File: config.mk
export PLATFORM = sky130hd
export DESIGN_NAME = aes_fifo_sequencer
export DESIGN_NICKNAME = d
export VERILOG_FILES = /design/src/rtl/aes_seq_pkg.sv /design/src/rtl/aes_fifo_sequencer.sv
export SDC_FILE = /design/constraint.sdc
export NUM_CORES = 1
export LEC_CHECK = 0
export CAP_MARGIN = 20
export CORE_UTILIZATION = 45
export CTS_BUF_LIST = sky130_fd_sc_hd__clkbuf_4 sky130_fd_sc_hd__clkbuf_8
export CTS_CLUSTER_DIAMETER = 200
export CTS_CLUSTER_SIZE = 30
export DETAILED_ROUTE_END_ITERATION = 6
export PLACE_DENSITY = 0.78
export SETUP_SLACK_MARGIN = 0.3
export SLEW_MARGIN = 15
export SYNTH_ARGS = -nofsm -noshare
export SYNTH_HDL_FRONTEND = slang
export SYNTH_SLANG_ARGS = --single-unit
export TNS_END_PERCENT = 100
File: constraint.sdc
create_clock -name clk_main_a0 -period 9.6 [get_ports clk_main_a0]
set_input_delay 0.96 -clock clk_main_a0 [delete_from_list [all_inputs] [get_ports clk_main_a0]]
set_output_delay 0.96 -clock clk_main_a0 [all_outputs]
set_load 0.01 [all_outputs]
File: src/rtl/aes_seq_pkg.sv
// Shared types and constants for the AES FIFO sequencer: FSM state encoding,
// block geometry and the default WAIT timeout.
package aes_seq_pkg;

  localparam int unsigned WORDS_PER_BLK   = 4;
  localparam int unsigned WORD_W          = 32;
  localparam int unsigned BLK_W           = WORDS_PER_BLK * WORD_W;
  localparam int unsigned TIMEOUT_CYC_DEF = 256;

  typedef enum logic [2:0] {
    ST_IDLE   = 3'd0,
    ST_GATHER = 3'd1,
    ST_START  = 3'd2,
    ST_WAIT   = 3'd3,
    ST_DRAIN  = 3'd4,
    ST_ERR    = 3'd5
  } state_e;

endpackage

File: src/rtl/aes_fifo_sequencer.sv
// Sequences 32-bit words from an input FIFO into 128-bit AES blocks, runs the
// core, and drains the ciphertext MSB-first into an output FIFO.
module aes_fifo_sequencer
  import aes_seq_pkg::*;
#(
  parameter int unsigned TIMEOUT_CYC = TIMEOUT_CYC_DEF,
  parameter int unsigned CNT_W       = 16
) (
  input  logic               clk_main_a0,
  input  logic               rst_main_n,
  input  logic               enable,
  input  logic               soft_clear,
  input  logic               in_empty,
  output logic               in_rd_en,
  input  logic [WORD_W-1:0]  in_dout,
  input  logic               out_full,
  output logic               out_wr_en,
  output logic [WORD_W-1:0]  out_din,
  output logic               aes_start,
  output logic [BLK_W-1:0]   aes_din,
  input  logic               aes_done,
  input  logic [BLK_W-1:0]   aes_dout,
  output logic [CNT_W-1:0]   blk_cnt,
  output logic               timeout_err,
  output logic [2:0]         state_o
);

  localparam int unsigned WCNT_W = $clog2(WORDS_PER_BLK) + 1;
  localparam int unsigned TCNT_W = $clog2(TIMEOUT_CYC) + 1;
  localparam logic [WCNT_W-1:0] WORDS_ALL  = WCNT_W'(WORDS_PER_BLK);
  localparam logic [WCNT_W-1:0] WORDS_LAST = WCNT_W'(WORDS_PER_BLK - 1);
  localparam logic [TCNT_W-1:0] TO_LAST    = TCNT_W'(TIMEOUT_CYC - 1);

  // Reset asserts asynchronously, releases two edges after rst_main_n rises.
  logic [1:0] rst_sync_q;
  logic       rst_n;

  always_ff @(posedge clk_main_a0 or negedge rst_main_n) begin
    if (!rst_main_n) rst_sync_q <= 2'b00;
    else             rst_sync_q <= {rst_sync_q[0], 1'b1};
  end

  assign rst_n = rst_sync_q[1];

  state_e              state_q, state_d;
  logic [WCNT_W-1:0]   pops_q, pops_d;
  logic [WCNT_W-1:0]   caps_q, caps_d;
  logic [WCNT_W-1:0]   drain_q, drain_d;
  logic                rd_pend_q, rd_pend_d;
  logic [TCNT_W-1:0]   tcnt_q, tcnt_d;
  logic [BLK_W-1:0]    din_q, din_d;
  logic [BLK_W-1:0]    dout_q, dout_d;
  logic [CNT_W-1:0]    blk_cnt_q, blk_cnt_d;
  logic                terr_q, terr_d;

  always_ff @(posedge clk_main_a0 or negedge rst_n) begin
    if (!rst_n) begin
      state_q   <= ST_IDLE;
      pops_q    <= '0;
      caps_q    <= '0;
      drain_q   <= '0;
      rd_pend_q <= 1'b0;
      tcnt_q    <= '0;
      din_q     <= '0;
      dout_q    <= '0;
      blk_cnt_q <= '0;
      terr_q    <= 1'b0;
    end else begin
      state_q   <= state_d;
      pops_q    <= pops_d;
      caps_q    <= caps_d;
      drain_q   <= drain_d;
      rd_pend_q <= rd_pend_d;
      tcnt_q    <= tcnt_d;
      din_q     <= din_d;
      dout_q    <= dout_d;
      blk_cnt_q <= blk_cnt_d;
      terr_q    <= terr_d;
    end
  end

  // Next-state, datapath updates and FIFO/core handshakes.
  always_comb begin
    state_d   = state_q;
    pops_d    = pops_q;
    caps_d    = caps_q;
    drain_d   = drain_q;
    rd_pend_d = 1'b0;
    tcnt_d    = tcnt_q;
    din_d     = din_q;
    dout_d    = dout_q;
    blk_cnt_d = blk_cnt_q;
    terr_d    = terr_q;
    in_rd_en  = 1'b0;
    out_wr_en = 1'b0;
    aes_start = 1'b0;

    unique case (state_q)
      ST_IDLE: begin
        if (enable && !in_empty) begin
          state_d = ST_GATHER;
          pops_d  = '0;
          caps_d  = '0;
        end
      end

      ST_GATHER: begin
        in_rd_en = !in_empty && (pops_q < WORDS_ALL);
        if (in_rd_en) pops_d = pops_q + WCNT_W'(1);
        // Popped word arrives one cycle later; first word lands in the MSBs.
        if (rd_pend_q) begin
          for (int k = 0; k < int'(WORDS_PER_BLK); k++) begin
            if (caps_q == WCNT_W'(k)) din_d[BLK_W-1-WORD_W*k -: WORD_W] = in_dout;
          end
          caps_d = caps_q + WCNT_W'(1);
          if (caps_q == WORDS_LAST) state_d = ST_START;
        end
      end

      ST_START: begin
        aes_start = 1'b1;
        tcnt_d    = '0;
        state_d   = ST_WAIT;
      end

      ST_WAIT: begin
        if (aes_done) begin
          dout_d  = aes_dout;
          drain_d = '0;
          state_d = ST_DRAIN;
        end else if (tcnt_q == TO_LAST) begin
          terr_d  = 1'b1;
          state_d = ST_ERR;
        end else begin
          tcnt_d = tcnt_q + TCNT_W'(1);
        end
      end

      ST_DRAIN: begin
        out_wr_en = !out_full;
        if (out_wr_en) begin
          drain_d = drain_q + WCNT_W'(1);
          if (drain_q == WORDS_LAST) begin
            blk_cnt_d = blk_cnt_q + CNT_W'(1);
            pops_d    = '0;
            caps_d    = '0;
            state_d   = (enable && !in_empty) ? ST_GATHER : ST_IDLE;
          end
        end
      end

      ST_ERR: begin
        state_d = ST_ERR;
      end

      default: begin
        state_d = ST_IDLE;
      end
    endcase

    // Abort from any state; the handshakes of this cycle are withheld too.
    if (soft_clear) begin
      state_d   = ST_IDLE;
      pops_d    = '0;
      caps_d    = '0;
      drain_d   = '0;
      tcnt_d    = '0;
      din_d     = '0;
      blk_cnt_d = '0;
      terr_d    = 1'b0;
      in_rd_en  = 1'b0;
      out_wr_en = 1'b0;
      aes_start = 1'b0;
    end

    rd_pend_d = in_rd_en;
  end

  // Ciphertext word selected by the drain index, MSB word first.
  always_comb begin
    out_din = '0;
    for (int k = 0; k < int'(WORDS_PER_BLK); k++) begin
      if (drain_q == WCNT_W'(k)) out_din = dout_q[BLK_W-1-WORD_W*k -: WORD_W];
    end
  end

  assign aes_din     = din_q;
  assign blk_cnt     = blk_cnt_q;
  assign timeout_err = terr_q;
  assign state_o     = 3'(state_q);

endmodule

**After elaboration in Yosys (flattened, before gate mapping)**

Cells that the tools add are included.

- Flip-flop bits (word level): 297
- Logic and storage cells: 128
- Input port bits: 167

- Reduce and logical (&&, ||, !) cells: 32
- Magnitude comparators: 1
- Muxes and demuxes: 52
- $add $sub $neg: 5
- Equality and inequality tests: 24

Operators with widths:

| cell | count |
|---|---|
| 128-bit 2-to-1 mux | 3 |
| 32-bit 2-to-1 mux | 8 |
| 16-bit 2-to-1 mux | 4 |
| 3-bit 2-to-1 mux | 18 |
| 9-bit 2-to-1 mux | 3 |
| 3-bit inequality test (second input constant) | 9 |
| 3-bit AND reduction | 8 |
| 2-bit nonzero test | 10 |
| 3-bit by 2-bit equality test with 1-bit output (second input constant) | 6 |
| 3-bit case mux with 3 select lines | 2 |
| 3-bit case mux with 6 select lines | 1 |
| 9-bit case mux with 2 select lines | 1 |
| 16-bit by 1-bit adder with 16-bit output (second input constant) | 1 |
| 1-bit 2-to-1 mux | 11 |
| 5-bit AND reduction | 2 |
| 3-bit by 1-bit adder with 3-bit output (second input constant) | 3 |
| 9-bit by 1-bit adder with 9-bit output (second input constant) | 1 |
| 3-bit by 1-bit equality test with 1-bit output (second input constant) | 3 |
| 9-bit by 8-bit equality test with 1-bit output (second input constant) | 1 |
| 3-bit zero test | 3 |
| 3-bit equality test (second input constant) | 2 |
| 3-bit case mux with 2 select lines | 1 |
| 6-bit AND reduction | 1 |
| 3-bit nonzero test | 2 |
| other kinds (7) | 10 |

**Depth between registers and ports, before layout**

Gate-level depths: netlist of run 1.

- Word-level depth: 7
- Mapped depth: 9
- Depth with buffers taken out: 8

**Least setup slack after synthesis of run 1**

OpenSTA, ideal clock, no wires.

- Path type: input -> output
- Start: input soft_clear
- End: output in_rd_en
- Setup slack: 6550 ps
- Data arrival time: 2090 ps
- Required time: 8640 ps
- Stages on the path: 3
- Path through: clkbuf_1 -> or4b_2 -> nor3_2

- Cells in the longest elaborated chain, start to end: 1

RTL lines:

| item | RTL line | RTL |
|---|---|---|
| from (decl) | aes_fifo_sequencer.sv:12 | `input logic soft_clear,` |
| 1-bit 2-to-1 mux | aes_fifo_sequencer.sv:162 | `if (soft_clear) begin` |
| to (decl) | aes_fifo_sequencer.sv:14 | `output logic in_rd_en,` |

No other way between the ends.

**Worst setup path after layout of run 1**

- Start: register drain_q[0]
- End: output out_din[12]

- Cells in the longest elaborated chain, start to end: 5
- Elaborated cells on any way between the ends: 8
- Those cells by class: eq/ne: 3; mux: 4; reduce/logical: 1

RTL lines:

| item | RTL line | RTL |
|---|---|---|
| from (decl) | aes_fifo_sequencer.sv:48 | `logic [WCNT_W-1:0] drain_q, drain_d;` |
| from (signal assigned) | aes_fifo_sequencer.sv:72 | `drain_q <= drain_d;` |
| 3-bit zero test | aes_fifo_sequencer.sv:183 | `if (drain_q == WCNT_W'(k)) out_din = dout_q[BLK_W-1-WORD_W*k -: WORD_W];` |
| 32-bit 2-to-1 mux (3 in series) | aes_fifo_sequencer.sv:183 |  |
| 32-bit 2-to-1 mux * | aes_fifo_sequencer.sv:183 |  |
| to (decl) | aes_fifo_sequencer.sv:18 | `output logic [WORD_W-1:0] out_din,` |

Mark *: on every way between the ends. The rest lies on a longest branch, timed or not.

==> run metrics, run 1 <==
average via count per standard cell=5.37; DP HPWL=22.8 mm; crit path cell chain=inv_1 > ha_1 > nor2b_4 > a221o_1 > o21ai_0 > o21ai_0 > clkdlybuf4s50_1; GRT Util Overall=22.4%; DRT iter0 DRCs=about 670; Post-Syn Area=0.0129 sq mm; share of cells above drive strength 1=12.6%; global-route wire length before repair=about 52 mm; Layout Cells excl Fill=1,798; CP top delay family=simple AND/OR/NAND/NOR gates; Yosys cell types=55; Multi-input gate area=0.00517 sq mm; Crit Path Max Fanout=32; final wirelength=33.6 mm; endpoints failing setup=0; CP dominant cell by count=o21ai_0; CTS clk-pin slew, worst paths=0.16 ns; DRC errors left=0; area grow syn2layout=31.3%; met2 Resource Use GR=37.2%; Final nets=1,600; Root Buffer=clkbuf_8; CTS tree=yes; full die area=0.0294 sq mm; XOR/XNOR Fraction of Synth Area=0.407%; slowest CP cell=nor2b_4; hold crit path type=reg2async; Fill cells=2,296; Final period util=43.3%; met3 Usage GRT=3.75%; async set-reset flop share out of synthesis=100%; Leak Pwr=8.18 nW; Peak VDD IR=around 0.00012 V; PD cells=121 mW/mm^2; initial antenna violation count=0; row count=61; Synth top area share=a little under three fifths; routed len/inst=18.7 um; CTS sink cnt=around 300; Setup Buffers After CTS=0; Post-Syn Area per Cell=11.6 sq um; Routed Antenna Nets=0; Final GP Congestion=slightly above 0.8; post_cts resized=0; Slew Viols, Final=0; core box area=0.0280 sq mm; status=finished, final reports clean; Post-synth EDFFs=0; CP required=8.64 ns; iteration count of the initial detailed-routing pass=5; clk_lat worst skew=approximately 0.55 ns; Vert. Die Dim=171 um; most frequent cells after synthesis=dfrtp_1, mux2_2, nand2_1, nor2_1, o21ai_0; critical path type=reg2out; Gate Count Post-Synth=1,116; CP peak stage delay=around 0.76 ns; GRT met1 Usage=29.5%; Seq. cell area=approximately 0.0074 sq mm; H-tree level count=1; number of hold buffers added after cts=0; Tot Pwr=0.00205 W; maxcap violations=0; Fmax achieved=between 200 and 250 MHz; Clock Skew=roughly 0.022 ns; post-layout min period=4.15 ns; Initial Utilization=46.1%; sequential fraction of the synthesis area=57.5%; placed cells=1,781; most frequent cell after synthesis=dfrtp_1; pin count of the biggest net entering global routing=168; mux cell area share after synthesis=about a fifth; number of I/O pins=350; CTS Buf Count=13; Syn Nets=1,297; CTS max path bufs=3; vias in the first global route=9,511; fin util=about three fifths; Critical Path AT=3.19 ns; relative slew slack=between 30% and 40%; input/output buffers=around 350; CP endpoint kind=primary output; GR peak layer=met2; largest family of logic cells by synthesized area=multiplexers; Synth Area in Adders=1.36%; Simple-Gate Fraction of Synth Area=between 10% and 20%; Vias=9,654; RSZ-0062 raised after global routing=false; final count of hold timing violations=0; Post-synth top flop=dfrtp_1; crit path launch type=register; Synth area leaders=dfrtp_1, mux2_2, mux2i_1; worst slew pin tran=about 1.0 ns; TNS Setup=0 ns; largest area contributor in the netlist=dfrtp_1; Synth Area in Compound Gates=8.95%; synthesized flop and latch total=around 300; Die X=171 um; GRT overflow=0; CP Buf/Inv Count=2; yosys warns=0
-- power by group --
part           internal, W  total [W]  switching, W
clock network     0.000130   0.000496      0.000366
logic             0.000133   0.000235      0.000102
registers          0.00129    0.00132     0.0000300
total              0.00155    0.00205      0.000498
-- final timing paths --
| check | from | endpoint | slack [ns] | cells past startpoint |
|---|---|---|---|---|
| worst max-delay path | drain_q[0] | out_din[12] | 5.45 | 7 |
| worst min-delay path | rst_sync_q[1] | dout_q[119] | 0.37 | 0 |
| worst max register to register | state_o[0] | dout_q[16] | 6.65 | 4 |
| worst min register to register | rst_sync_q[1] | dout_q[119] | 0.37 | 0 |
| max in group asynchronous | rst_sync_q[1] | aes_din[2] | 7.84 | 1 |
| min in group clk_main_a0 | rst_sync_q[0] | rst_sync_q[1] | 0.37 | 0 |
-- per-layer routing --
layer / routed length (um) / up-vias
met2: 16700 / 234
met3: 1710 / 62
li1: - / 4489
met4: 1180 / 0
met1: 14000 / 4869
met5: 0 / -
-- cell families after synthesis --
kind of cell               after synthesis
xor gates and xnor gates                 6
other                                    1
adders and majority gates               14
DFF                                    297
buffers and inverters                   91
AOI/OAI and AO/OA                      186
and+or+nand+nor                        295
muxes                                  226
-- sequential cells by signal, summed over array words and instances (netlist names) --
name         flops
state_o          3
dout_q         128
blk_cnt         16
timeout_err      1
drain_q          3
pops_q           3
caps_q           3
aes_din        128
tcnt_q           9
rd_pend_q        1
rst_sync_q       2
-- cell usage in the layout (no fill, tap or decap), types with 3 or more instances in the layout --
| master | Yosys | layout |
|---|---|---|
| o31ai_1 | 8 | 8 |
| mux2_2 | 129 | 129 |
| ha_1 | 14 | 13 |
| a221o_1 | 33 | 33 |
| clkbuf_8 | 0 | 13 |
| nand3_1 | 16 | 13 |
| or4_1 | 6 | 6 |
| nand2b_1 | 3 | 3 |
| clkdlybuf4s50_1 | 0 | 348 |
| inv_1 | 14 | 14 |
| nand3_2 | 0 | 3 |
| a21oi_1 | 20 | 20 |
| nor2_1 | 115 | 115 |
| nand4_1 | 3 | 3 |
| mux2i_1 | 97 | 97 |
| buf_4 | 0 | 14 |
| or3_1 | 7 | 7 |
| nor2b_1 | 6 | 4 |
| xor2_1 | 6 | 6 |
| nand2_1 | 116 | 116 |
| o21ai_0 | 111 | 111 |
| dfrtp_1 | 297 | 296 |
-- area by class of cell --
class                           instances  area share (%)
Antenna cell                            1          0.0147
Clock buffer                           14            1.10
Clock inverter                          1          0.0295
Inverter                               15           0.332
Multi-Input combinational cell        728            30.5
Sequential cell                       297            43.8
Tap cell                              378            2.79
Timing Repair Buffer                  364            21.4
-- stage by stage --
stage	area, sq um	hold slack [ns]	worst slack [ns]
finish	17000	0.370	5.45
global route	17000	0.379	5.23
CTS	16900	0.376	5.40
detailed placement	16700	0.340	5.81
global placement	16700	0.337	5.80
floorplan	12900	0.331	0.710
(Power assumes the default switching activity.)
==> run 2: changes to the inputs <==
Clock period 9.6 ns to 3.8 ns, I/O delays scaled along.
==> run 2 against run 1 <==
Compared with the run above: register-to-register slack lost 5.4 ns; combinational power grew to 2.6 times the previous value; clock power grew to 2.5 times the previous value; critical path type unchanged; critical endpoint is now out_din[25]; highest routed layer unchanged.
==> run metrics, run 2 (synthesis gave the netlist of run 1 again) <==
Psw=0.00126 W; commonest non-fill, non-tap cells in the layout=clkdlybuf4s50_1, dfrtp_1, mux2_2; Tot Pwr=approximately 0.0052 W; iteration count of the initial detailed-routing pass=7; Clock Skew=about 0.013 ns; CP Capture Point=out_din[25]; Peak VDD IR=0.000346 V; number of I/O pins=350; final instance area=0.0172 sq mm; GRT Util Overall=23.7%; maxcap violations=0; hold crit path type=in2reg; crit path launch type=register; CTS sink cnt=between 200 and 300; Int Power=~0.0039 W; Vias=roughly 10,000; share of cells above drive strength 1=between 10% and 20%; Vert. Die Dim=171 um; TNS Setup=0 ns; most common cell after layout, fill and taps aside=clkdlybuf4s50_1; DRC errors left=0; endpoints failing setup=0; clock power share=a little under a quarter; Slew Viols, Final=0; vias in the first global route=about 10,000; Layout Cells excl Fill=around 1,800; CTS clk-pin slew, worst paths=0.17 ns; reg2reg path depth=7; critical path type=reg2out; Final nets=1,615; GRT overflow=0; critical path depth=8; post-placement cell area=0.0169 sq mm; Final period util=85.7%; global-route wire length before repair=~54 mm; worst slew pin tran=1.10 ns; Net Sw Frac=24.3%; FF-to-FF End=blk_cnt[9]; Comb pwr share=12.0%; routed len/inst=19.2 um; post-layout min period=~3.3 ns; DP HPWL=24.7 mm; CP top delay family=buffers and inverters; Critical Path AT=about 2.9 ns; Final GP Congestion=0.826; Initial Utilization=46.1%; CP Buf/Inv Count=3; CTS tree=yes; Fmax achieved=307 MHz; Routed Antenna Nets=0; Die X=171 um; average via count per standard cell=5.36; CP endpoint kind=primary output; CTS max path bufs=3; H-tree level count=1; final wirelength=34.9 mm; reg2reg start=drain_q[0]; RSZ-0062 raised after global routing=false; Flop pwr share=64.0%; placed cells=1,796; DRT iter0 DRCs=582; slowest CP cell=clkdlybuf4s50_1; pin count of the biggest net entering global routing=~100; Root Buffer=clkbuf_8; CP required=roughly 3.4 ns; final count of hold timing violations=0; input/output buffers=349; full die area=0.0294 sq mm; row count=61; status=finished, final reports clean; clk_lat worst skew=0.55 ns; area grow syn2layout=32.8%; CP peak stage delay=roughly 0.56 ns; CP startpoint=drain_q[1]; Crit Path Max Fanout=32; relative slew slack=between 20% and 30%; CP dominant cell by count=o21ai_0; CTS Buf Count=13; initial antenna violation count=2; Setup Buffers After CTS=0; PD cells=303 mW/mm^2; Leak Pwr=8.28 nW; Fill cells=2,298; crit path cell chain=inv_1 > ha_1 > nor2b_2 > buf_6 > a221o_1 > o21ai_0 > o21ai_0 > clkdlybuf4s50_1; Reg2Reg Setup Slack=1.24 ns; core box area=0.0280 sq mm
run 2: cell count changes in the layout (fill, tap and decap cells not counted), sizes merged:
cell	delta
diode	+5
buf	+14
dlygate4sd3	+1
run 2: power groups by stage:
stage / clock network [W] / registers (W) / logic (W)
finish: 0.00125 / 0.00332 / 0.000620
global route: 0.00139 / 0.00334 / 0.000674
CTS: 0.00131 / 0.00332 / 0.000627
detailed placement: 0 / 0.00338 / 0.000624
global placement: 0 / 0.00339 / 0.000601
floorplan: 0 / 0.00341 / 0.000196
run 2: worst min path at each step:
stage	cells after the start	from	slack [ns]	end
final	2	soft_clear	0.20	aes_din[94]
after global routing	2	soft_clear	0.18	aes_din[94]
after CTS	2	soft_clear	0.16	aes_din[94]
after detailed placement	0	rst_sync_q[1]	0.31	aes_din[91]
after global placement	0	rst_sync_q[0]	0.33	rst_sync_q[1]
after floorplan	0	rst_main_n	0.08	rst_sync_q[0]
run 2: per-layer routing:
layer  vias to the layer above  track usage [%]  wire length (um)
met2                       263             40.8             17700
met4                         0             9.67              1330
met3                        65             4.14              1800
met1                      4900             29.4             14000
li1                       4515                -                 -
met5                         -                0                 0
run 2: area by class of cell:
type                       count  area, sq um  share of cell area, %
tap                          378          473                   2.76
antenna                        6         15.0                 0.0875
timing repair buffer         379         3810                   22.2
sequential                   297         7440                   43.3
inverter                      15         56.3                  0.328
clock buffer                  14          186                   1.09
clock inverter                 1         5.00                 0.0292
multi-input combinational    728         5180                   30.2
run 2: worst reg2reg max path: stages (launching register included):
cell     delay, ns
dfrtp_1       0.46
ha_1          0.25
ha_4          0.29
nor2b_1       0.18
buf_4         0.16
a31oi_1       0.71
nor3_1        0.11
mux2_2        0.31
run 2: through the flow:
step                util, %  hold WS, ns  setup slack (ns)
global placement       60.3        0.333              1.04
floorplan                 -       0.0844             0.843
detailed placement     60.4        0.313             0.974
finish                 61.2        0.197             0.544
global route           61.2        0.175             0.298
CTS                    61.1        0.159             0.362
run 2: timing repair:
| action | 4_1_cts | 5_1_grt |
|---|---|---|
| gates resized for setup | 0 | 7 |
| hold buffers | 1 | 0 |
| setup endpoints to repair | 0 | 22 |
| hold endpoints to repair | 2 | 0 |
==> run 3: changes to the inputs <==
Settings changed: CTS_CLUSTER_SIZE 30 to 20, SKIP_CTS_REPAIR_TIMING set to 1.
==> run 3 against run 2 <==
Compared with the run above: total power up 3.6%; highest routed layer unchanged; global-route usage grew 0.21 points; first-iteration DRC count shrank 0.86%; fmax rose by 0.34%; critical path type unchanged; non-clock buffer count is the same.
==> run metrics, run 3 (synthesis gave the netlist of run 1 again) <==
CP peak stage delay=between 0.5 and 0.6 ns; DRT iter0 DRCs=577; iteration count of the initial detailed-routing pass=5; pin count of the biggest net entering global routing=approximately 100; Vias=~9,800; Final nets=1,620; CP top delay family=buffers and inverters; CTS clk-pin slew, worst paths=0.12 ns; maxcap violations=0; crit path launch type=register; Clock Skew=0.0131 ns; Routed Antenna Nets=0; crit path cell chain=inv_1 > ha_1 > nor2b_2 > buf_6 > a221o_1 > o21ai_0 > o21ai_0 > clkdlybuf4s50_1; CP dominant cell by count=o21ai_0; CTS tree=yes; number of I/O pins=350; DP HPWL=24.7 mm; clk_lat worst skew=0.55 ns; pre-CTS WS=0.974 ns; Root Buffer=clkbuf_8; status=finished, final reports clean; hold crit path type=in2reg; Initial Utilization=about 46%; final count of hold timing violations=0; endpoints failing setup=0; area grow syn2layout=33.3%; PD cells=312 mW/mm^2; CP required=3.42 ns; GRT Util Overall=around a quarter; RSZ-0062 raised after global routing=false; Die X=171 um; CP endpoint kind=primary output; H-tree level count=1; row count=61; CTS max path bufs=3; commonest non-fill, non-tap cells in the layout=clkdlybuf4s50_1, dfrtp_1, mux2_2; Vert. Die Dim=171 um; CTS Buf Count=18; Slew Viols, Final=0; post-layout min period=between 3 and 4 ns; critical path type=reg2out; most common cell after layout, fill and taps aside=clkdlybuf4s50_1; worst slew pin tran=about 1.1 ns; Crit Path Max Fanout=32; Leak Pwr=just over 8 nW; average via count per standard cell=~5.4; routed len/inst=19.3 um; DRC errors left=0; initial antenna violation count=1; CTS sink cnt=297; core box area=0.0280 sq mm; slowest CP cell=clkdlybuf4s50_1; share of cells above drive strength 1=between 10% and 20%; Final period util=85.4%; Final Worst Setup Slack=0.555 ns; final wirelength=approximately 35 mm; Critical Path AT=2.87 ns; CP Buf/Inv Count=3; relative slew slack=25.3%; Fmax achieved=308 MHz; GRT overflow=0; TNS Setup=0 ns; input/output buffers=349; global-route wire length before repair=54.9 mm; Peak VDD IR=0.000277 V; full die area=around 0.029 sq mm; vias in the first global route=about 10,000; Final GP Congestion=0.826
run 3: power by group:
part	internal, W	switching, W	total (W)	leakage (nW)
logic	0.000346	0.000275	0.000621	4.09
clock network	0.000468	0.000968	0.00144	0.145
registers	0.00325	0.0000680	0.00332	4.08
total	0.00407	0.00131	0.00538	8.32
run 3: per-stage QoR:
| stage | util (%) | hold WS, ns | instances | total power, W | area (sq um) |
|---|---|---|---|---|---|
| after floorplan | - | 0.0844 | 1116 | 0.00361 | 12900 |
| after global placement | 60.3 | 0.333 | 1795 | 0.00399 | 16900 |
| after detailed placement | 60.4 | 0.313 | 1796 | 0.00401 | 16900 |
| after CTS | 61.3 | -0.0529 | 1817 | 0.00544 | 17200 |
| after global routing | 61.5 | 0.177 | 1819 | 0.00561 | 17200 |
| final | 61.5 | 0.208 | 1822 | 0.00538 | 17200 |
run 3: per-layer routing:
layer	wire (um)	part of all wire [%]	GRT usage (%)	vias to the layer above
met5	0	0	0	-
met4	966	2.7	8.35	0
met3	1920	5.4	4.46	62
met2	18100	51	41.3	270
met1	14300	41	29.9	4962
li1	-	-	-	4528
run 3: final cells by class:
type / count / area (sq um)
well taps: 378 / 473
fillers: 2290 / 10800
clock inverters: 1 / 5.00
inverters: 15 / 56.3
diodes: 4 / 10.0
repair buffers: 379 / 3800
clock buffers: 20 / 269
multi-input cells: 728 / 5180
flip-flops and latches: 297 / 7440
run 3: path summary, 6_finish.rpt:
kind	from	end	slack (ns)	cells past startpoint
setup reg to reg	drain_q[0]	blk_cnt[9]	1.21	7
max in group asynchronous	rst_sync_q[1]	dout_q[5]	2.38	2
setup / recovery	drain_q[1]	out_din[24]	0.55	8
hold reg to reg	rst_sync_q[1]	aes_din[17]	0.30	0
hold / removal	soft_clear	aes_din[126]	0.21	2
min in group asynchronous	rst_sync_q[1]	aes_din[17]	0.30	0
